**src/rtl/hazard_control_unit.sv**
```systemverilog
// Pipeline sequencing controller: load-use stalls, branch flushes and mul/div hold with timeout.
// Optional stall-cycle counter enabled by defining HAZARD_STALL_COUNTER_EN.
module hazard_control_unit #(
    parameter int unsigned FLUSH_SLOTS    = 2,
    parameter int unsigned MULDIV_TIMEOUT = 40
) (
    input  logic        clk,
    input  logic        reset,
    input  logic [4:0]  rs_ID,
    input  logic [4:0]  rt_ID,
    input  logic        uses_rt_ID,
    input  logic [4:0]  rw_ID_EX,
    input  logic        mem_read_EX_ctrl,
    input  logic        branch_taken_EX,
    input  logic        muldiv_req_ID,
    input  logic        muldiv_done,
    output logic        pc_write,
    output logic        IF_ID_write,
    output logic        IF_ID_flush,
    output logic        ID_EX_bubble,
    output logic        muldiv_go,
    output logic        muldiv_error,
    output logic [31:0] stall_cycles
);

    typedef enum logic [1:0] {
        RUN         = 2'd0,
        FLUSH       = 2'd1,
        MULDIV_WAIT = 2'd2
    } state_t;

    localparam logic [2:0] FLUSH_RELOAD = 3'(FLUSH_SLOTS - 1);
    localparam logic [7:0] WAIT_LAST    = 8'(MULDIV_TIMEOUT - 1);

    state_t     state, state_nxt;
    logic [2:0] flush_cnt, flush_cnt_nxt;
    logic [7:0] wait_cnt, wait_cnt_nxt;
    logic       err_set;
    logic       lu;

    assign lu = mem_read_EX_ctrl && (rw_ID_EX != 5'd0) &&
                ((rw_ID_EX == rs_ID) || (uses_rt_ID && (rw_ID_EX == rt_ID)));

    always_ff @(posedge clk) begin
        if (reset) begin
            state        <= RUN;
            flush_cnt    <= '0;
            wait_cnt     <= '0;
            muldiv_error <= 1'b0;
        end else begin
            state     <= state_nxt;
            flush_cnt <= flush_cnt_nxt;
            wait_cnt  <= wait_cnt_nxt;
            if (err_set)
                muldiv_error <= 1'b1;
        end
    end

    always_comb begin
        state_nxt     = state;
        flush_cnt_nxt = flush_cnt;
        wait_cnt_nxt  = wait_cnt;
        err_set       = 1'b0;
        case (state)
            RUN: begin
                if (branch_taken_EX) begin
                    if (FLUSH_SLOTS > 1) begin
                        state_nxt     = FLUSH;
                        flush_cnt_nxt = FLUSH_RELOAD;
                    end
                end else if (lu) begin
                    state_nxt = RUN;
                end else if (muldiv_req_ID) begin
                    state_nxt    = MULDIV_WAIT;
                    wait_cnt_nxt = '0;
                end
            end
            FLUSH: begin
                if (branch_taken_EX) begin
                    flush_cnt_nxt = FLUSH_RELOAD;
                end else begin
                    flush_cnt_nxt = flush_cnt - 3'd1;
                    if (flush_cnt == 3'd1)
                        state_nxt = RUN;
                end
            end
            MULDIV_WAIT: begin
                // Timeout compare precedes the increment, so wait_cnt never wraps.
                if (muldiv_done) begin
                    state_nxt = RUN;
                end else if (wait_cnt == WAIT_LAST) begin
                    state_nxt = RUN;
                    err_set   = 1'b1;
                end else begin
                    wait_cnt_nxt = wait_cnt + 8'd1;
                end
            end
            default: state_nxt = RUN;
        endcase
    end

    always_comb begin
        pc_write     = 1'b1;
        IF_ID_write  = 1'b1;
        IF_ID_flush  = 1'b0;
        ID_EX_bubble = 1'b0;
        muldiv_go    = 1'b0;
        if (reset) begin
            pc_write     = 1'b0;
            IF_ID_write  = 1'b0;
            IF_ID_flush  = 1'b1;
            ID_EX_bubble = 1'b1;
        end else begin
            case (state)
                RUN: begin
                    if (branch_taken_EX) begin
                        IF_ID_flush  = 1'b1;
                        ID_EX_bubble = 1'b1;
                    end else if (lu) begin
                        pc_write     = 1'b0;
                        IF_ID_write  = 1'b0;
                        ID_EX_bubble = 1'b1;
                    end else if (muldiv_req_ID) begin
                        pc_write     = 1'b0;
                        IF_ID_write  = 1'b0;
                        ID_EX_bubble = 1'b1;
                        muldiv_go    = 1'b1;
                    end
                end
                FLUSH: begin
                    IF_ID_flush = 1'b1;
                end
                MULDIV_WAIT: begin
                    if (!muldiv_done && (wait_cnt != WAIT_LAST)) begin
                        pc_write     = 1'b0;
                        IF_ID_write  = 1'b0;
                        ID_EX_bubble = 1'b1;
                    end
                end
                default: ;
            endcase
        end
    end

`ifdef HAZARD_STALL_COUNTER_EN
    always_ff @(posedge clk) begin
        if (reset)
            stall_cycles <= '0;
        else if (!pc_write && (stall_cycles != '1))
            stall_cycles <= stall_cycles + 32'd1;
    end
`else
    assign stall_cycles = '0;
`endif

endmodule
```
**config.mk**
```make
export PLATFORM = sky130hd
export DESIGN_NAME = hazard_control_unit
export DESIGN_NICKNAME = d
export VERILOG_FILES = /design/src/rtl/hazard_control_unit.sv
export SDC_FILE = /design/constraint.sdc
export NUM_CORES = 1
export LEC_CHECK = 0
export ABC_AREA = 1
export CAP_MARGIN = 40
export CORE_MARGIN = 8
export CORE_UTILIZATION = 35
export DETAILED_ROUTE_END_ITERATION = 10
export GPL_TIMING_DRIVEN = 0
export PLACE_DENSITY = 0.71
export SYNTH_ARGS = -nofsm -noshare
export SYNTH_HDL_FRONTEND = slang
export SYNTH_SLANG_ARGS = --single-unit
```
**constraint.sdc**
```tcl
create_clock -name clk -period 1.6 [get_ports clk]
set_input_delay 0.24 -clock clk [delete_from_list [all_inputs] [get_ports clk]]
set_output_delay 0.24 -clock clk [all_outputs]
set_load 0.02 [all_outputs]
```
== Word level (Yosys, flattened, before mapping) ==
Cells that the tools add are included.

* Output and inout bits: 38
* Input port bits: 22
* Logic and storage cells: 75
* Register bits after elaboration: 14

* Equality and inequality tests: 17
* Reduce and logical (&&, ||, !) cells: 13
* Multiplexer cells: 39
* Add/subtract/negate cells: 2

{| class="wikitable"
|+ Operators with widths
! cell !! count
|-
| $mux 8 || 5
|-
| $mux 1 || 19
|-
| $ne 2x2->1 const B || 8
|-
| $pmux 8 s2 || 1
|-
| $mux 2 || 7
|-
| $eq 5x5->1 || 2
|-
| $add 8x1->8 const B || 1
|-
| $eq 8x6->1 const B || 1
|-
| $ne 8x6->1 const B || 1
|-
| $mux 3 || 2
|-
| $pmux 1 s2 || 3
|-
| $pmux 2 s3 || 1
|-
| $pmux 3 s2 || 1
|-
| $reduce_and 6->1 || 1
|-
| $reduce_bool 5->1 || 1
|-
| $logic_and 1x1->1 || 4
|-
| $ne 4x4->1 const B || 1
|-
| $reduce_and 4->1 || 1
|-
| $reduce_bool 2->1 || 2
|-
| $eq 3x1->1 const B || 1
|-
| $ne 3x3->1 const B || 1
|-
| $sub 3x1->3 const B || 1
|-
| $eq 2x1->1 const B || 1
|-
| $eq 2x2->1 const B || 1
|-
| other kinds (4) || 4
|}

== Logic depth before layout (Yosys ltp) ==
* Depth after elaboration: 8
* Gate-level depth with buffers: 11
* Mapped depth without buffers: 11

== Least setup slack after synthesis ==
OpenSTA, ideal clock, no wires.

* Kind: reg2out
* Start: register wait_cnt[0]
* End: output port pc_write
* Stages on the path, launching flop included: 9
* Path buffers: 1
* Slack: -0.403 ns
* Arrival time: 1.763 ns
* Data required time: 1.360 ns
* Cell sequence: dfxtp_1 ha_1 nand2_1 nor3_1 nand2_1 nand3_1 nand2_1 o21ai_0 buf_4

* Word-level cells in the longest chain between the ends: 5

{| class="wikitable"
|+ RTL lines
! what !! RTL line !! source
|-
| start, declared || 37 || <nowiki>logic [7:0] wait_cnt, wait_cnt_nxt;</nowiki>
|-
| start signal, assigned || 53 || <nowiki>wait_cnt <= wait_cnt_nxt;</nowiki>
|-
| $ne 8x6->1 || 134 || <nowiki>if (!muldiv_done && (wait_cnt != WAIT_LAST)) begin</nowiki>
|-
| $logic_and 1x1->1 || 134 ||
|-
| $mux 1 || -- ||
|-
| $pmux 1 s2 || -- ||
|-
| $mux 1 || -- ||
|-
| end, declared || 17 || <nowiki>output logic pc_write,</nowiki>
|}

No other way between the ends.

== Worst setup path in the final report ==
* Start: register wait_cnt[5]
* End: output port pc_write

* Word-level cells in the longest chain between the ends: 5

{| class="wikitable"
|+ RTL lines
! what !! RTL line !! source
|-
| $ne 8x6->1 || 134 ||
|-
| $logic_and 1x1->1 || 134 ||
|-
| $mux 1 || 134 ||
|-
| $pmux 1 s2 || 114 || <nowiki>case (state)</nowiki>
|-
| $mux 1 || 108 || <nowiki>if (reset) begin</nowiki>
|}

No other way between the ends.

==> flow_summary.toml <==
[timing]
skew_ns = 0.00234
fmax_ghz = 0.520
relSlewSlack = 0.655
whs_ns = 0.408
period_needed_ns = 1.92
worst_pin_slew_ns = 0.517
finalSetupTns_ns = -2.18
setup_ws_ns = -0.325
finalSetupViolCount = 12
finalHoldViolCount = 0
rsz0062_at_grt = "true"
slew_viol_final = 0
period_share = 1.20

[drt]
vias = 1503
wl_per_cell_um = 11.0
via_per_inst = 4.29
drt_iter0_drc = 46
first_pass_iters = 4
routed_wl_um = 3850
drc_errors = 0
ant_nets = 0

[yosys]
synthesis.instances = 225
synth_area_per_cell_sq_um = 6.11
synth_edf_count = 0
yosysSeqAreaShare = 0.204
synthFlopType = "dfxtp_1"
async_flop_share = 0
yosysUniqueCellTypes = 25
synth_area_sq_mm = 0.00138
yosys_warnings = 0
synth_seq_cells = 14

[critical_path]
r2r_slack_ns = -0.17
required_ns = 1.36
rr_worst_depth = 11
crit_path_max_fanout = 4
reg2reg_to = "wait_cnt[2]"
crit_path_end_kind = "primary output"
worst-setup-path-type = "reg2out"
cp-start-kind = "flop"
cp_data_arrival_time_ns = 1.68
r2r_start = "wait_cnt[5]"

[outcome]
status = "finished with violations"
violations = "negative setup slack"

[clocking]
ctsHtreeMaxLevel = 1
numCtsBuffers = 3
clk_pin_slew_ns = 0.06
cts_tree = "yes"
clock_path_buffers = 2
cts.sinks = 14
root_buffer = "clkbuf_8"
clkLatencyLatePin_ns = 0.25

[hold_path]
holdPathStages = 2
hold_class = "in2reg"
hold_path_end = "muldiv_error"
min_from = "reset"

[grt]
grt_pass1_wl_um = 6090
grt_max_degree = 11
antenna_found_initial = 0
first_global_vias = 1434
grt.total_usage = 0.118
grt-ovfl-total = 0

[final_layout]
layout-drive-gt1-share = 0.411
fin_nets = 329
layout_common_cells = "buf_4 (45), nand2_1 (43), conb_1 (32), inv_1 (23), nor2_1 (17)"
layout_commonest_cell = "buf_4"
n_fill_cell = 356
final_util = 0.583
area_delta_synth_final_pct = 57.5
diodes = 0
layoutNonFillerInstCount = 350

[pwr]
p_per_area_mw_per_mm2 = 696
leakagePower_nw = 1.14
total_power_mw = 1.51
max-vdd-ir-drop_mv = 0.574

[place]
place_congestion = 0.912
dp.cells = 330
port_buffers = 26
dpl.hpwl_um = 2630

[die]
dieHeight_um = 78.7
initial_core_util = 0.370
fp-row-count = 22
fp.dieW_um = 78.7
io_pins = 60
coreArea_sq_mm = 0.00372
dieArea_sq_mm = 0.00619

[run]
cap_violations = 0
## repair_timing
action,4_1_cts,5_1_grt
hold buffers,0,0
pin swaps,18,16
setup endpoints to repair,5,15
setup buffers,13,7
cloned,0,0
resized for setup,64,40
## worst max-delay path, stage by stage (launching register included)
cell     delay (ns)
dfxtp_2        0.37
inv_1          0.09
nor3_1         0.20
nand2_1        0.14
nand3_2        0.10
nand2_4        0.07
nor2_4         0.14
nand2_4        0.06
o21ai_4        0.06
buf_6          0.11
buf_6          0.10
## layout make-up
type	count	area, sq um	area share
Buffer	35	267	0.123
Clock buffer	3	41.3	0.0191
Inverter	34	144	0.0664
Multi-Input combinational cell	173	988	0.456
Sequential cell	14	290	0.134
Tap cell	48	60.1	0.0277
Timing Repair Buffer	43	375	0.173
## state kept, by name (all words and copies together) (netlist names)
register      flops
wait_cnt          8
muldiv_error      1
state             2
flush_cnt         3
## report_power, final
part / internal (mW) / leakage (nW) / switching, mW
Clock: 0.167 / 0.0216 / 0.123
Sequential: 0.395 / 0.117 / 0.0589
Combinational: 0.338 / 1.00 / 0.424
## through the flow
stage | cell area, sq um | setup WS (ns)
2_1_floorplan | 1520 | -0.0699
3_3_place_gp | 1840 | -1.01
3_5_place_dp | 1840 | -1.00
4_1_cts | 2060 | -0.341
5_1_grt | 2170 | -0.478
6_report | 2170 | -0.325
## cell families after synthesis
family,Yosys count,share of synthesized area
AO/OA/AOI/OAI,18,0.0801
XOR/XNOR,1,0.00637
adder cells (fa/ha/maj),3,0.0273
buffers and inverters,69,0.283
flip-flops,14,0.204
other,1,0.00273
AND/OR/NAND/NOR,119,0.397
## layer usage
metal	vias up	part of all wire	global-route usage	wire length [um]
li1	783	-	-	-
met5	-	0	0	0
met2	58	0.51	0.215	1970
met1	654	0.39	0.118	1510
met4	0	0.021	0.0667	80
met3	8	0.073	0.0319	280
## cells in the mapped netlist, types with 2 or more instances
cell	number	area, sq um
buf_4	33	248
dfxtp_1	14	280
nor2_2	16	100
inv_1	24	90.1
or2_0	2	12.5
nor3_1	4	20.0
nand2_4	2	22.5
inv_2	8	30.0
nand3_1	22	110
nand2_1	50	188
o21ai_2	2	17.5
o21ai_0	7	35.0
ha_1	3	37.5
a21oi_1	6	30.0
nor2_1	22	82.6
## worst max-delay path by stage
stage	startpoint	to	slack, ns	cells past startpoint
final	wait_cnt[5]	pc_write	-0.32	10
after global routing	wait_cnt[5]	pc_write	-0.48	10
after CTS	wait_cnt[0]	pc_write	-0.34	11
after detailed placement	rw_ID_EX[2]	pc_write	-1.00	12
after global placement	rw_ID_EX[2]	pc_write	-1.01	12
after floorplan	wait_cnt[0]	pc_write	-0.07	10
(Power assumes the default switching activity.)
